`src/rtl/spi_cmd_seq.sv`:
```
// spi_cmd_seq: register-access front-end for the SPI master.
// Queues host requests and packs each into a 32-bit MSB-first word at enqueue.
// Issues one SPI transaction at a time and returns one response per request.
// Optional statistics counters are built when SPI_SEQ_STATS_EN is defined.
module spi_cmd_seq #(
  parameter int unsigned FIFO_DEPTH     = 8,
  parameter int unsigned TIMEOUT_CYCLES = 65536
) (
  input  logic        clk,
  input  logic        rst_n,
  input  logic [7:0]  cfg_adr_bits,
  input  logic [7:0]  cfg_dat_bits,
  input  logic        req_valid,
  output logic        req_ready,
  input  logic        req_rw,
  input  logic [23:0] req_addr,
  input  logic [23:0] req_wdata,
  output logic        rsp_valid,
  input  logic        rsp_ready,
  output logic        rsp_rw,
  output logic        rsp_err,
  output logic [23:0] rsp_rdata,
  output logic        spi_tx_tvalid,
  output logic [31:0] spi_tx_tdata,
  input  logic        spi_tx_tready,
  input  logic        spi_rx_tvalid,
  input  logic [31:0] spi_rx_tdata,
  output logic        busy,
  output logic [15:0] stat_txn_cnt,
  output logic [15:0] stat_tmo_cnt
);

  localparam int unsigned PtrW     = (FIFO_DEPTH > 1) ? $clog2(FIFO_DEPTH) : 1;
  localparam logic [31:0] TmoLast  = 32'(TIMEOUT_CYCLES - 1);
  localparam logic [PtrW:0] CntFull = (PtrW + 1)'(FIFO_DEPTH);

  localparam logic [2:0] ST_IDLE      = 3'd0;
  localparam logic [2:0] ST_ISSUE     = 3'd1;
  localparam logic [2:0] ST_WAIT_LOW  = 3'd2;
  localparam logic [2:0] ST_WAIT_DONE = 3'd3;
  localparam logic [2:0] ST_RESP      = 3'd4;

  // Request packing, using the configuration sampled in the enqueue cycle
  logic [8:0]  sum_bits;
  logic        cfg_bad;
  logic [7:0]  adr_shift, dat_shift;
  logic [31:0] addr_mask, data_mask, pack_word;

  assign sum_bits = {1'b0, cfg_adr_bits} + {1'b0, cfg_dat_bits};
  assign cfg_bad  = (cfg_adr_bits < 8'd2) || (cfg_dat_bits == 8'd0) || (sum_bits > 9'd32);

  // Build the packed word; bad configurations carry an all-zero word
  always_comb begin
    adr_shift = 8'd32 - cfg_adr_bits;
    dat_shift = adr_shift - cfg_dat_bits;
    addr_mask = (32'h1 << (cfg_adr_bits - 8'd1)) - 32'h1;
    data_mask = (32'h1 << cfg_dat_bits) - 32'h1;
    pack_word = 32'h0;
    if (!cfg_bad) begin
      pack_word = {req_rw, 31'h0} | (({8'h0, req_addr} & addr_mask) << adr_shift);
      if (!req_rw) pack_word = pack_word | (({8'h0, req_wdata} & data_mask) << dat_shift);
    end
  end

  // Command FIFO
  logic [31:0]     fifo_word  [FIFO_DEPTH];
  logic            fifo_rw    [FIFO_DEPTH];
  logic [7:0]      fifo_dbits [FIFO_DEPTH];
  logic            fifo_bad   [FIFO_DEPTH];
  logic [PtrW-1:0] wr_ptr_q, rd_ptr_q;
  logic [PtrW:0]   count_q;
  logic            fifo_empty, fifo_full, push, pop, ready_en_q;
  logic [2:0]      state_q, state_d;

  assign fifo_empty = (count_q == '0);
  assign fifo_full  = (count_q == CntFull);
  assign req_ready  = ready_en_q & ~fifo_full;
  assign push       = req_valid & req_ready;
  assign pop        = (state_q == ST_IDLE) & ~fifo_empty;

  // Entry storage, no reset needed since occupancy is tracked by the pointers
  always_ff @(posedge clk) begin
    if (push) begin
      fifo_word[wr_ptr_q]  <= pack_word;
      fifo_rw[wr_ptr_q]    <= req_rw;
      fifo_dbits[wr_ptr_q] <= cfg_dat_bits;
      fifo_bad[wr_ptr_q]   <= cfg_bad;
    end
  end

  // Pointer/occupancy tracking; ready is held low until the first cycle after reset
  always_ff @(posedge clk or negedge rst_n) begin
    if (!rst_n) begin
      wr_ptr_q   <= '0;
      rd_ptr_q   <= '0;
      count_q    <= '0;
      ready_en_q <= 1'b0;
    end else begin
      ready_en_q <= 1'b1;
      if (push) wr_ptr_q <= wr_ptr_q + 1'b1;
      if (pop)  rd_ptr_q <= rd_ptr_q + 1'b1;
      if (push && !pop)      count_q <= count_q + 1'b1;
      else if (!push && pop) count_q <= count_q - 1'b1;
    end
  end

  // Transaction FSM
  logic [31:0] tx_word_q, tx_word_d, timer_q, timer_d;
  logic        rw_q, rw_d, err_q, err_d, tmo_evt;
  logic [7:0]  dbits_q, dbits_d;
  logic [23:0] rdata_q, rdata_d, dmask;
  logic        unused_rx;

  assign unused_rx = ^spi_rx_tdata[31:24];
  assign dmask = (dbits_q >= 8'd24) ? 24'hFFFFFF : ((24'h1 << dbits_q) - 24'h1);

  // Next-state logic; the timer guards both wait states
  always_comb begin
    state_d   = state_q;
    tx_word_d = tx_word_q;
    rw_d      = rw_q;
    dbits_d   = dbits_q;
    err_d     = err_q;
    rdata_d   = rdata_q;
    timer_d   = timer_q;
    tmo_evt   = 1'b0;
    unique case (state_q)
      ST_IDLE: begin
        if (!fifo_empty) begin
          tx_word_d = fifo_word[rd_ptr_q];
          rw_d      = fifo_rw[rd_ptr_q];
          dbits_d   = fifo_dbits[rd_ptr_q];
          err_d     = fifo_bad[rd_ptr_q];
          rdata_d   = 24'h0;
          state_d   = fifo_bad[rd_ptr_q] ? ST_RESP : ST_ISSUE;
        end
      end
      ST_ISSUE: begin
        if (spi_tx_tready) begin
          timer_d = 32'h0;
          state_d = ST_WAIT_LOW;
        end
      end
      ST_WAIT_LOW: begin
        if (timer_q >= TmoLast) begin
          tmo_evt = 1'b1;
          err_d   = 1'b1;
          state_d = ST_RESP;
        end else begin
          timer_d = timer_q + 32'h1;
          if (!spi_tx_tready) state_d = ST_WAIT_DONE;
        end
      end
      ST_WAIT_DONE: begin
        if (rw_q && spi_rx_tvalid) begin
          rdata_d = spi_rx_tdata[23:0] & dmask;
          state_d = ST_RESP;
        end else if (!rw_q && spi_tx_tready) begin
          state_d = ST_RESP;
        end else if (timer_q >= TmoLast) begin
          tmo_evt = 1'b1;
          err_d   = 1'b1;
          state_d = ST_RESP;
        end else begin
          timer_d = timer_q + 32'h1;
        end
      end
      ST_RESP: begin
        if (rsp_ready) state_d = ST_IDLE;
      end
      default: state_d = ST_IDLE;
    endcase
  end

  // FSM and transaction registers
  always_ff @(posedge clk or negedge rst_n) begin
    if (!rst_n) begin
      state_q   <= ST_IDLE;
      tx_word_q <= 32'h0;
      rw_q      <= 1'b0;
      dbits_q   <= 8'h0;
      err_q     <= 1'b0;
      rdata_q   <= 24'h0;
      timer_q   <= 32'h0;
    end else begin
      state_q   <= state_d;
      tx_word_q <= tx_word_d;
      rw_q      <= rw_d;
      dbits_q   <= dbits_d;
      err_q     <= err_d;
      rdata_q   <= rdata_d;
      timer_q   <= timer_d;
    end
  end

  assign spi_tx_tvalid = (state_q == ST_ISSUE);
  assign spi_tx_tdata  = tx_word_q;
  assign rsp_valid     = (state_q == ST_RESP);
  assign rsp_rw        = rw_q;
  assign rsp_err       = err_q;
  assign rsp_rdata     = rdata_q;
  assign busy          = ~fifo_empty | (state_q != ST_IDLE);

`ifdef SPI_SEQ_STATS_EN
  logic [15:0] txn_cnt_q, tmo_cnt_q;

  // Saturating response and timeout counters
  always_ff @(posedge clk or negedge rst_n) begin
    if (!rst_n) begin
      txn_cnt_q <= 16'h0;
      tmo_cnt_q <= 16'h0;
    end else begin
      if (rsp_valid && rsp_ready && txn_cnt_q != 16'hFFFF) txn_cnt_q <= txn_cnt_q + 16'h1;
      if (tmo_evt && tmo_cnt_q != 16'hFFFF)                 tmo_cnt_q <= tmo_cnt_q + 16'h1;
    end
  end

  assign stat_txn_cnt = txn_cnt_q;
  assign stat_tmo_cnt = tmo_cnt_q;
`else
  logic unused_tmo;
  assign unused_tmo   = tmo_evt;
  assign stat_txn_cnt = 16'h0;
  assign stat_tmo_cnt = 16'h0;
`endif

endmodule

```
`config.mk`:
```
export PLATFORM = sky130hd
export DESIGN_NAME = spi_cmd_seq
export DESIGN_NICKNAME = d
export VERILOG_FILES = /design/src/rtl/spi_cmd_seq.sv
export SDC_FILE = /design/constraint.sdc
export NUM_CORES = 1
export LEC_CHECK = 0
export CAP_MARGIN = 20
export CORE_MARGIN = 2
export CORE_UTILIZATION = 60
export CTS_CLUSTER_DIAMETER = 30
export CTS_CLUSTER_SIZE = 40
export DETAILED_ROUTE_END_ITERATION = 7
export GPL_TIMING_DRIVEN = 0
export PLACE_DENSITY_LB_ADDON = 0.12
export REMOVE_ABC_BUFFERS = 1
export SYNTH_ARGS = -nofsm -noshare
export SYNTH_HDL_FRONTEND = slang
export SYNTH_SLANG_ARGS = --single-unit
```
`constraint.sdc`:
```
create_clock -name clk -period 8.5 [get_ports clk]
set_clock_uncertainty 0.2 [all_clocks]
set_input_delay 2.125 -clock clk [delete_from_list [all_inputs] [get_ports clk]]
set_output_delay 2.125 -clock clk [all_outputs]
set_load 0.005 [all_outputs]
```
==> key figures <==
Floorplanning
  • Initial core utilization: 60.7%
  • I/O pin cnt: 197
  • Std-Cell Rows: 73
  • Height of the die: 205 um
  • Core Box Area: 0.0397 sq mm
  • Die ar.: 0.0418 sq mm
  • Die width: 205 um

Routing
  • Via count: 18.7k
  • Drt via density: 6.85
  • Routed length per instance: 26.8 um
  • Detailed Route Iter0 Violations: 2640
  • Post-Route WL: 72900 um
  • Routed Antenna Nets: 0
  • DRT Pass-1 Iters: 6
  • Drt drc: 0

Global routing
  • Total track usage: 35.3%
  • First-pass GRT wire length: 112000 um
  • Initial antenna violation count: 1
  • Gr ovfl total: 0
  • Largest net degree at the start of global routing: 93
  • Vias in the first global route: 18.6k

Critical path
  • Critical Path RT: 8.61 ns
  • Element type at the critical path end: flip-flop
  • Crit path arrival time: 8.42 ns
  • Kind of critical path: in2reg
  • CP Cell Sequence: buf_2, buf_12, clkinv_1, ha_2, buf_16, clkinvlp_4, nor2_1, nand3_1, ha_2, inv_1, a31oi_1, o21ai_1, or4b_1, a31oi_1, a211oi_1, and2_1, o32ai_2
  • Worst path bufs/invs: 6
  • Critical path's slowest cell: ha_2
  • CP max FO: 34
  • Largest stage delay, worst path: 0.61 ns
  • Worst setup SP type: primary input
  • Top Family by Delay on Critical Path: compound AO/OA/AOI/OAI gates

CTS
  • CTS Buffer Depth: 3
  • Number of CTS-inserted buffers: 57
  • Clock transition at path regs: 0.06 ns
  • CTS tree: yes
  • Worst-Skew Late Latency: 0.60 ns
  • Sink Count: 448
  • Setup Buffers After CTS: 0
  • H-Tree Level Count: 2
  • Clock root buffer: clkbuf_16

Power and ir drop
  • PwrDens: 282 mW/mm^2
  • Pleak: 0.00972 uW
  • Peak VDD IR: 0.267 mV

Place
  • DP Wirelength: 48600 um
  • Placed Area: 0.0264 sq mm
  • Gpl congestion: 0.963
  • Port Buf Inserts: 156

Timing
  • Setup TNS: 0 ns
  • Final hold viol count: 0
  • Max Slew Vio Count: 0
  • RSZ-0062 raised after global routing: no
  • Final setup vio count: 0
  • Tightest Pin Transition: 1.13 ns
  • Tcrit/Tclk final: 97.7%
  • Fmax achieved: 0.120 GHz
  • Max-Slew Margin vs Limit: 24.1%
  • Final min period: 8.31 ns

Synth
  • Mapped Area: 0.0241 sq mm
  • Adder-cell share of the synthesized area: 1.55%
  • YS warnings: 0
  • Sequential cell area fraction in the yosys report: 53.4%
  • Synth Area in XOR/XNOR: 1.41%
  • Fraction of the mapped netlist area in simple logic gates: 13.0%
  • EDFF count, synth: 336
  • Number of distinct library cells after synthesis: 103
  • Compound-gate portion of the synthesized area: 15.4%
  • Post-synth top flop: edfxtp_1
  • Post-synthesis mux area share: 11.3%
  • Post-synthesis instance total: 2043
  • Fraction of registers with async set/reset: 25.0%
  • Yosys reg bits: 448
  • Largest family of logic cells by synthesized area: compound AO/OA/AOI/OAI gates
  • Avg Synthesized Cell Area: 11.8 sq um

Cells and area
  • Share of layout cells above drive strength 1: 14.5%
  • Layout area overhead: 18.3%
  • Final Net Count: 2284
  • Design area: 0.0285 sq mm
  • Antenna Cells: 0
  • Final core occ: 71.8%

Min path
  • Hold/Removal Path Class: reg2reg

Job
  • Max Cap Viol: 0

Outcome
  • Outcome: complete, no violations
per-layer routing:
layer  vias to the layer above  share of wire (%)  global-route usage [%]
met2                      1041                 51                    60.9
li1                       8194                  -                       -
met5                         -                  0                       0
met3                       197                7.3                    4.63
met1                      9241                 38                    45.4
met4                         0                4.1                    14.6
kinds of logic after synthesis:
| group | Yosys count |
|---|---|
| DFF | 448 |
| buffers and inverters | 207 |
| other | 2 |
| and+or+nand+nor | 640 |
| muxes | 162 |
| xor gates and xnor gates | 37 |
| AOI/OAI and AO/OA | 519 |
| adders and majority gates | 28 |
power by group:
group / switching [uW] / leakage (uW) / total (uW) / internal (uW)
Clock: 1000 / 0.000975 / 2500 / 1500
Sequential: 325 / 0.00426 / 2990 / 2660
Combinational: 1420 / 0.00449 / 2570 / 1150
Total: 2740 / 0.00972 / 8050 / 5310
metrics by stage:
stage	hold WS (ns)	worst slack (ns)	power, uW	cells
6_report	0.282	0.194	8050	2726
5_1_grt	0.301	0.0515	8390	2726
4_1_cts	0.281	0.00942	8050	2725
3_5_place_dp	0.272	-1.22	5510	2618
3_3_place_gp	0.261	-6.53	5460	2581
2_1_floorplan	0.242	-0.0725	4560	1900
cell usage after synthesis, types with 8 or more instances:
library cell,count,area share [%]
a31oi_1,44,1.1
inv_1,30,0.47
o31a_1,8,0.29
nand2b_1,20,0.52
a211o_1,9,0.33
edfxtp_1,336,42
xor2_1,17,0.62
nand2_1,158,2.5
buf_4,33,1.0
ha_1,25,1.3
and2_1,11,0.29
a22oi_1,18,0.56
mux2i_1,61,2.5
nand4_1,32,0.83
nor4_1,15,0.39
o31ai_1,14,0.44
nor2b_1,14,0.36
clkbuf_1,111,1.7
a32oi_1,13,0.47
o21a_1,11,0.34
or2_2,12,0.31
a311oi_1,10,0.36
and3_1,22,0.57
o221ai_1,9,0.33
dfrtp_1,112,12
a32o_1,17,0.71
a211oi_1,11,0.34
mux2_2,14,0.65
nor2_1,170,2.6
a21o_1,10,0.31
xnor2_1,19,0.69
o211ai_1,18,0.56
o21ai_0,125,2.6
or4_1,8,0.25
a21oi_1,65,1.3
nor3b_1,9,0.28
buf_1,20,0.31
nor3_1,50,1.0
o22ai_1,19,0.49
mux4_2,87,8.1
or3_1,17,0.44
nand3_1,73,1.5
o32ai_1,14,0.51
cell usage in the layout, fill, tap and decap left out, drive strengths merged, types with 42 or more instances in the layout:
cell type	synthesis	final
o21ai	128	128
edfxtp	336	336
a21oi	66	66
clkdlybuf4s50	0	154
mux4	87	87
nor3	50	50
nand2	158	158
clkbuf	111	71
inv	31	42
nor2	171	171
a31oi	45	45
mux2i	61	61
dfrtp	112	112
nand3	74	74
cell type report:
class                           count  area (sq um)
Sequential cell                   448         12900
Fill cell                        2654         11200
Multi-Input combinational cell   1419         10600
Timing Repair Buffer              194          2220
Clock buffer                       71          1610
Tap cell                          525           657
Clock inverter                     36           407
Inverter                           33           128
sequential cells by signal, summed over array words and instances, names as in the netlist:
name / flops
fifo_word: 256
fifo_dbits: 64
rsp_rw: 1
count_q: 4
state_q: 3
spi_tx_tdata: 32
fifo_bad: 8
ready_en_q: 1
rsp_rdata: 24
wr_ptr_q: 3
rsp_err: 1
dbits_q: 8
timer_q: 32
rd_ptr_q: 3
fifo_rw: 8
final timing paths:
| kind | start | to | slack [ns] | cells after the start |
|---|---|---|---|---|
| setup reg to reg | state_q[0]$_DFFE_PN0P_ | count_q[3]$_DFFE_PN0P_ | 4.81 | 10 |
| max in group asynchronous | rst_n | rsp_rdata[0]$_DFFE_PN0P_ | 6.10 | 2 |
| hold reg to reg | timer_q[11]$_DFFE_PN0P_ | timer_q[11]$_DFFE_PN0P_ | 0.28 | 1 |
| min in group asynchronous | rst_n | spi_tx_tdata[18]$_DFFE_PN0P_ | 1.31 | 1 |
| hold / removal | timer_q[11]$_DFFE_PN0P_ | timer_q[11]$_DFFE_PN0P_ | 0.28 | 1 |
| setup / recovery | cfg_adr_bits[0] | fifo_word[3][30]$_DFFE_PP_ | 0.19 | 17 |
repair_timing:
item,4_1_cts,5_1_grt
hold buffers,0,0
gates resized for setup,4,13
setup endpoints to repair,80,191
Note: power is estimated with default switching activity, not from simulation.
